## config.mk

```make
export PLATFORM = sky130hd
export DESIGN_NAME = eb_rr_arbiter
export DESIGN_NICKNAME = d
export VERILOG_FILES = /design/src/rtl/eb_rr_arbiter.sv
export SDC_FILE = /design/constraint.sdc
export NUM_CORES = 1
export LEC_CHECK = 0
export CORE_ASPECT_RATIO = 1.2
export CORE_UTILIZATION = 39
export CTS_CLUSTER_SIZE = 16
export DETAILED_ROUTE_END_ITERATION = 10
export GPL_TIMING_DRIVEN = 1
export PLACE_DENSITY_LB_ADDON = 0.12
export SKIP_CTS_REPAIR_TIMING = 1
export SLEW_MARGIN = 20
export SYNTH_ARGS = -nofsm -noshare
export SYNTH_HDL_FRONTEND = slang
export SYNTH_SLANG_ARGS = --single-unit
```

## constraint.sdc

```tcl
create_clock -name clk -period 3.5 [get_ports clk]
set_input_delay 0.35 -clock clk [delete_from_list [all_inputs] [get_ports clk]]
set_output_delay 0.35 -clock clk [all_outputs]
set_load 0.03 [all_outputs]
```

## src/rtl/eb_rr_arbiter.sv

```systemverilog
// eb_rr_arbiter: N-to-1 round-robin arbiter feeding a single registered
// elastic-buffer slot. Multi-beat packets lock the grant to their requester
// from the first beat until the beat carrying last has transferred.
// FULL_THROUGHPUT selects between a pipelined slot (reload while popping)
// and a half-bandwidth slot (accept only when empty).

module eb_rr_arbiter #(
  parameter int N_REQ           = 4,
  parameter int DATA_WIDTH      = 16,
  parameter int FULL_THROUGHPUT = 1,
  parameter int ID_WIDTH        = $clog2(N_REQ)
) (
  input  logic                        clk,
  input  logic                        rst,
  input  logic [N_REQ-1:0]            valid_in,
  input  logic [N_REQ-1:0]            last_in,
  input  logic [N_REQ*DATA_WIDTH-1:0] data_in,
  output logic [N_REQ-1:0]            ready_out,
  output logic                        valid_out,
  input  logic                        ready_in,
  output logic [DATA_WIDTH-1:0]       data_out,
  output logic [ID_WIDTH-1:0]         id_out,
  output logic                        last_out
);

  localparam logic [ID_WIDTH:0]   N_REQ_W = (ID_WIDTH+1)'(N_REQ);
  localparam logic [ID_WIDTH-1:0] LAST_ID = ID_WIDTH'(N_REQ - 1);

  // Slot state
  logic                  full_r;
  logic [DATA_WIDTH-1:0] data_r;
  logic [ID_WIDTH-1:0]   id_r;
  logic                  last_r;

  // Arbitration state
  logic [ID_WIDTH-1:0]   ptr_r;
  logic                  lock_r;
  logic [ID_WIDTH-1:0]   owner_r;

  // Combinational decision signals
  logic                  write_en_s;
  logic                  req_ok_s;
  logic                  xfer_s;
  logic [ID_WIDTH-1:0]   sel_s;
  logic [DATA_WIDTH-1:0] sel_data_s;
  logic                  sel_last_s;

  // Slot write enable: pipelined slot may reload in the cycle it is popped
  always_comb begin
    if (FULL_THROUGHPUT != 0) begin
      write_en_s = ready_in | ~full_r;
    end else begin
      write_en_s = ~full_r;
    end
  end

  // Requester selection: locked owner, else first valid scanning from ptr_r
  always_comb begin
    logic [ID_WIDTH:0]   scan_v;
    logic [ID_WIDTH-1:0] cand_v;
    scan_v   = '0;
    cand_v   = '0;
    sel_s    = owner_r;
    req_ok_s = 1'b0;
    if (lock_r) begin
      // Owner keeps the grant even while idle; the bubble is intentional.
      sel_s    = owner_r;
      req_ok_s = valid_in[owner_r];
    end else begin
      sel_s    = ptr_r;
      req_ok_s = |valid_in;
      // Walk from the farthest candidate to the nearest so the nearest wins.
      for (int k = N_REQ - 1; k >= 0; k--) begin
        scan_v = {1'b0, ptr_r} + (ID_WIDTH+1)'(k);
        scan_v = (scan_v >= N_REQ_W) ? (scan_v - N_REQ_W) : scan_v;
        cand_v = scan_v[ID_WIDTH-1:0];
        sel_s  = valid_in[cand_v] ? cand_v : sel_s;
      end
    end
  end

  // Payload and last-flag mux for the selected requester
  always_comb begin
    sel_data_s = '0;
    sel_last_s = 1'b0;
    for (int i = 0; i < N_REQ; i++) begin
      if (sel_s == ID_WIDTH'(i)) begin
        sel_data_s = data_in[i*DATA_WIDTH +: DATA_WIDTH];
        sel_last_s = last_in[i];
      end else begin
        sel_data_s = sel_data_s;
        sel_last_s = sel_last_s;
      end
    end
  end

  // One-hot accept towards the selected requester only
  always_comb begin
    ready_out = '0;
    for (int i = 0; i < N_REQ; i++) begin
      ready_out[i] = write_en_s & req_ok_s & (sel_s == ID_WIDTH'(i));
    end
  end

  assign xfer_s = write_en_s & req_ok_s;

  // Output slot: load on transfer, empty on an unanswered write, and in the
  // half-bandwidth build drain on a downstream pop (write_en is low there)
  always_ff @(posedge clk or posedge rst) begin
    if (rst) begin
      full_r <= 1'b0;
      data_r <= '0;
      id_r   <= '0;
      last_r <= 1'b0;
    end else if (write_en_s) begin
      if (req_ok_s) begin
        full_r <= 1'b1;
        data_r <= sel_data_s;
        id_r   <= sel_s;
        last_r <= sel_last_s;
      end else begin
        full_r <= 1'b0;
      end
    end else if (full_r && ready_in) begin
      full_r <= 1'b0;
    end
  end

  // Grant lock and round-robin pointer advance on each transfer
  always_ff @(posedge clk or posedge rst) begin
    if (rst) begin
      ptr_r   <= '0;
      lock_r  <= 1'b0;
      owner_r <= '0;
    end else if (xfer_s) begin
      if (sel_last_s) begin
        lock_r <= 1'b0;
        ptr_r  <= (sel_s == LAST_ID) ? '0 : (sel_s + ID_WIDTH'(1));
      end else begin
        lock_r  <= 1'b1;
        owner_r <= sel_s;
      end
    end
  end

  assign valid_out = full_r;
  assign data_out  = data_r;
  assign id_out    = id_r;
  assign last_out  = last_r;

endmodule

```

# ---- Word-level counts from Yosys, hierarchy flattened
# Cells that the tools add are included.
dict set report word_totals {
  register_bits 25
  out_inout_bits 24
  word_cells 75
}
dict set report classes {
  n_addsub 8
  order_cmp 9
  eq_ne 3
  n_mux 33
  bitwise_logic 8
  reduce_logical 7
}
# operator n
set ops {}
lappend ops {{16-bit 2-to-1 mux} 4}
lappend ops {{2-bit 2-to-1 mux} 10}
lappend ops {{2-bit by 3-bit < comparator with 1-bit output (second input constant)} 5}
lappend ops {{1-bit 2-to-1 mux} 14}
lappend ops {{1-bit binary-select mux with 2-bit select} 5}
lappend ops {{3-bit >= comparator (second input constant)} 3}
lappend ops {{2-bit by 1-bit subtractor with 2-bit output (second input constant)} 4}
lappend ops {{2-bit by 2-bit adder with 3-bit output (second input constant)} 2}
lappend ops {{2-bit AND reduction} 3}
lappend ops {{1-bit AND} 5}
lappend ops {{2-bit equality test (second input constant)} 2}
lappend ops {{4-bit OR reduction} 1}
lappend ops {{2-bit by 1-bit adder with 3-bit output (second input constant)} 1}
lappend ops {{2-bit by 3-bit >= comparator with 1-bit output (second input constant)} 1}
lappend ops {{2-bit by 1-bit adder with 2-bit output (second input constant)} 1}
lappend ops {{2-bit by 1-bit equality test with 1-bit output (second input constant)} 1}
lappend ops {{2-bit logical NOT} 1}
lappend ops {{1-bit NOT} 2}
lappend ops {{2-bit nonzero test} 1}
lappend ops {{1-bit logical AND} 1}
lappend ops {{1-bit OR} 1}

# ---- Longest topological paths before layout
# Gate-level depths: netlist (run 1).
dict set report depth {
  word_depth 17
  ltp_mapped 10
  ltp_nobuf 9
}

# ---- Worst setup path before layout (run 1)
# No wires, ideal clock.
dict set report synth_path {
  path_type {reg-to-reg}
  from {register ptr_r[1]}
  to {register ptr_r[0]}
  setup_time_ps 125
  t_arrival_ps 2504
  required_time_ps 3375
  path_slack_ps 872
  path_stages_with_launch 11
  n_path_buf 1
  cell_sequence {dfrtp_1 > nor3b_1 > a211oi_1 > a32oi_1 > inv_1 > ha_1 > clkbuf_1 > nand3b_1 > a211oi_1 > nand3_1 > mux2_2}
}
dict set report synth_via {
  elab_chain_len 16
  elab_cells_between_ends 39
}
# element line
set synth_rtl {}
lappend synth_rtl {{start, declared} 36} ;# logic [ID_WIDTH-1:0] ptr_r;
lappend synth_rtl {{start signal, assigned} 138} ;# ptr_r <= (sel_s == LAST_ID) ? '0 : (sel_s + ID_WIDTH'(1));
lappend synth_rtl {{2-bit by 2-bit adder with 3-bit output} 74} ;# scan_v = {1'b0, ptr_r} + (ID_WIDTH+1)'(k);
lappend synth_rtl {{3-bit >= comparator or 2-bit by 1-bit subtractor with 2-bit output (tied branches)} 75} ;# scan_v = (scan_v >= N_REQ_W) ? (scan_v - N_REQ_W) : scan_v;
lappend synth_rtl {{2-bit 2-to-1 mux} 75}
lappend synth_rtl {{1-bit binary-select mux with 2-bit select} 77} ;# sel_s = valid_in[cand_v] ? cand_v : sel_s;
lappend synth_rtl {{1-bit 2-to-1 mux (not written as such)} 77}
lappend synth_rtl {{2-bit 2-to-1 mux (3 in a row)} 77}
lappend synth_rtl {{2-bit 2-to-1 mux *} 77}
lappend synth_rtl {{2-bit 2-to-1 mux *} 65} ;# if (lock_r) begin
lappend synth_rtl {{named net sel_s[0]} 44} ;# logic [ID_WIDTH-1:0] sel_s;
lappend synth_rtl {{2-bit logical NOT} 87} ;# if (sel_s == ID_WIDTH'(i)) begin
lappend synth_rtl {{1-bit 2-to-1 mux (4 in a row)} 87}
lappend synth_rtl {{2-bit AND reduction (no source line)} --}
# Mark *: on every way through the listed nets, which the timed path passes. The rest lies on a longest branch. The select of a mux whose other input is x is not followed.
# A chain may end at the register's enable or synchronous reset.

# ---- Worst setup path after layout (run 1)
dict set report layout_path {
  from {input port valid_in[0]}
  to {register ptr_r[0]}
}
dict set report layout_via {
  elab_chain_len 13
  elab_cells_between_ends 29
}
# element line
set layout_rtl {}
lappend layout_rtl {{start, declared} 15} ;# input logic [N_REQ-1:0] valid_in,
lappend layout_rtl {{1-bit binary-select mux with 2-bit select} 77}
lappend layout_rtl {{1-bit 2-to-1 mux (not written as such)} 77}
lappend layout_rtl {{2-bit 2-to-1 mux (3 in a row)} 77}
lappend layout_rtl {{2-bit 2-to-1 mux *} 77}
lappend layout_rtl {{2-bit 2-to-1 mux *} 65}
lappend layout_rtl {{named net sel_s[0]} 44}
lappend layout_rtl {{2-bit logical NOT} 87}
lappend layout_rtl {{1-bit 2-to-1 mux (4 in a row)} 87}
lappend layout_rtl {{2-bit AND reduction (no source line)} --}
# Marks and branches as above.

==> results of run 1 <==
## final timing paths
kind                                              start                  endpoint  slack, ns
worst max register to register     ptr_r[1]$_DFFE_PP0P_      ptr_r[0]$_DFFE_PP0P_       0.66
max in group asynchronous                           rst  data_out[15]$_DFFE_PP0P_       2.61
worst min-delay path                                rst  data_out[14]$_DFFE_PP0P_       0.47
worst min register to register  data_out[8]$_DFFE_PP0P_   data_out[8]$_DFFE_PP0P_       0.52
worst max-delay path                        valid_in[0]      ptr_r[0]$_DFFE_PP0P_       0.36
min in group clk                data_out[8]$_DFFE_PP0P_   data_out[8]$_DFFE_PP0P_       0.52
## critical path: cells and delay by family
kind	cells	cell delay [ns]
AO/OA/AOI/OAI	4	0.97
adder cells (fa/ha/maj)	1	0.19
buffers and inverters	3	0.91
multiplexers	1	0.32
AND/OR/NAND/NOR	2	0.54
## Yosys cell counts, drive strengths merged (2+ instances only)
| cell | instances |
|---|---|
| nor3b | 2 |
| a211oi | 3 |
| and3 | 4 |
| o21ai | 3 |
| o31ai | 16 |
| nor2 | 3 |
| a21oi | 4 |
| o21bai | 2 |
| mux2 | 20 |
| o41ai | 2 |
| ha | 4 |
| nand2 | 19 |
| a221oi | 16 |
| dfrtp | 25 |
| nor2b | 20 |
| nand3 | 2 |
| clkbuf | 12 |
| nand2b | 2 |
| inv | 6 |
## logic make-up (layout without fill, tap and decap cells)
kind of cell	count (synthesis)	count (layout)	synth area share
multiplexers	22	22	0.162
flip-flops	25	25	0.352
adder cells (fa/ha/maj)	4	4	0.0282
AND/OR/NAND/NOR	57	57	0.180
buffers and inverters	19	115	0.0493
AO/OA/AOI/OAI	52	52	0.228
## power breakdown
group / internal (mW) / switching [mW] / total (mW)
logic: 1.00 / 0.994 / 1.99
registers: 0.443 / 0.105 / 0.549
clock network: 0.0794 / 0.0875 / 0.167
total: 1.52 / 1.19 / 2.71
## layer usage
metal / routed length [µm] / part of all wire / global-route usage / vias to the layer above
li1: - / - / - / 862
met1: 2030 / 0.42 / 0.245 / 840
met2: 2490 / 0.52 / 0.383 / 54
met3: 213 / 0.045 / 0.0301 / 4
met4: 52 / 0.011 / 0.0614 / 0
met5: 0 / 0 / 0 / -
## layout by cell type, fill, tap and decap left out, types with 3 or more instances in the layout
master            n
a221oi_1         16
and3_1            4
clkbuf_8          3
o21ai_0           3
nand2_1          19
ha_1              4
inv_1             5
nor2b_1          19
clkdlybuf4s50_1  95
mux2_4            8
buf_4            10
o31ai_1          16
a21oi_1           4
mux2_2           12
dfrtp_1          25
## sequential cells by signal, indices dropped and copies added, names as in the netlist
register	cells
id_out	2
owner_r	2
data_out	16
last_out	1
valid_out	1
lock_r	1
ptr_r	2
## area by class of cell
cell class / count / area (µm²) / share of cell area
Inverter: 6 / 22.5 / 0.00787
Timing Repair Buffer: 105 / 1030 / 0.359
Multi-Input combinational cell: 135 / 1070 / 0.374
Tap cell: 56 / 70.1 / 0.0245
Clock buffer: 3 / 41.3 / 0.0144
Sequential cell: 25 / 626 / 0.219
Clock inverter: 1 / 5.00 / 0.00175
==> impl_metrics.yaml, run 1 <==
worst_setup_path:
  start_kind: "input pin"
  crit_chain: "clkdlybuf4s50_1, or2_2, a211oi_1, a32oi_1, inv_1, ha_1, buf_4, a211oi_1, a211oi_2, nand3_1, mux2_2"
  path_class: "input pin to flop"
  worstPathRequired_ns: 3.65
  reg2reg_depth: 10
  cp_slowest_cell: "clkdlybuf4s50_1"
  cp-end-kind: "flop"
  crit_top_cell: "a211oi_1"
  crit_fanout: 20
  worstPathArrival_ns: 3.29
  max_stage_delay_ns: 0.53
clocking:
  cts_tree: "done"
  h-tree-depth: 1
  cts.sinks: 25
  cts-buffers-inserted: 3
  path_clk_slew_ns: 0.09
  cts_buffer_depth: 2
  clk_latency_ns: 0.26
  root_buffer: "clkbuf_8"
die:
  core_area_um2: 4330
  pin_count: 99
  num_rows: 26
  start_util: 0.410
  die-height_um: 75.9
  die_w_um: 63.6
  die_area_um2: 4830
global_route:
  antenna_found_initial: 0
  grt_pass1_wl_um: 8110
  grt_usage: 0.209
  first_global_vias: 1775
  grt-ovfl-total: 0
  grt_start_max_net_pins: 26
min_path:
  hold_class: "input pin to async pin"
power:
  leakage_nw: 1.15
  p_total_mw: 2.71
  p_per_area_nw_per_um2: 947
  peakVddDrop_mv: 0.435
place:
  gp_congestion: 0.811
  pre_cts_ws_ns: -0.0885
  placed_area_um2: 2810
  port_buffers: 98
  dp_hpwl_um: 3650
  dp_cells: 327
logic_synthesis:
  synthDistinctLibCells: 35
  synth_edf_count: 0
  synthTopCellsByArea: "dfrtp_1, a221oi_1, mux2_2"
  syn_area_um2: 1780
  syn-num-nets: 258
  yosysTopAreaCell: "dfrtp_1"
  avgSynthCellArea_um2: 9.92
  yosys_warnings: 0
  synth_top_area_share: 0.352
  syn_inst: 179
  seq_area_frac_synth: 0.352
  ys_ff_latch: 25
  ys.flop_type: "dfrtp_1"
  synthArstFlopShare: 1.00
routing:
  drc: 0
  vias: 1760
  wl_per_cell_um: 14.5
  wirelength_um: 4790
  drtPass1Iterations: 4
  drt_iter0_markers: 32
  viasPerCell: 5.32
  postRouteAntennaNets: 0
sta:
  final.setup_skew_ns: 0.00496
  fmax_ghz: 0.318
  fin_tns_setup_ns: 0
  whs_ns: 0.474
  fin_crit_ns: 3.14
  rsz0062_at_grt: "false"
  fin_ws_ns: 0.358
  setup_viol: 0
  worst_pin_slew_ns: 0.896
  finalHoldViolCount: 0
  fin_crit_sh: 0.898
  drv_slew: 0
  relSlewSlack: 0.399
final_layout:
  diodes: 0
  finish.instance_area_um2: 2860
  stdcell_count: 331
  fill_cells: 375
  area_growth_syn_to_layout_pct: 61.1
  final_nets: 355
  final_layout_size_suffix_gt1_frac: 0.149
  final_core_util: 0.661
job:
  maxCapViolCount: 0
status:
  outcome: "completed"
Note: power is estimated with default switching activity, not from simulation.
==> inputs of run 2 (changes only) <==
--- a/config.mk
+++ b/config.mk
@@ -10,6 +10,7 @@
 export CTS_CLUSTER_SIZE = 16
 export DETAILED_ROUTE_END_ITERATION = 10
 export GPL_TIMING_DRIVEN = 1
+export HOLD_SLACK_MARGIN = 0.15
 export PLACE_DENSITY_LB_ADDON = 0.12
 export SKIP_CTS_REPAIR_TIMING = 1
 export SLEW_MARGIN = 20
==> results of run 2 <==
The final DEF is identical to that of run 1; final timing and power are the same.
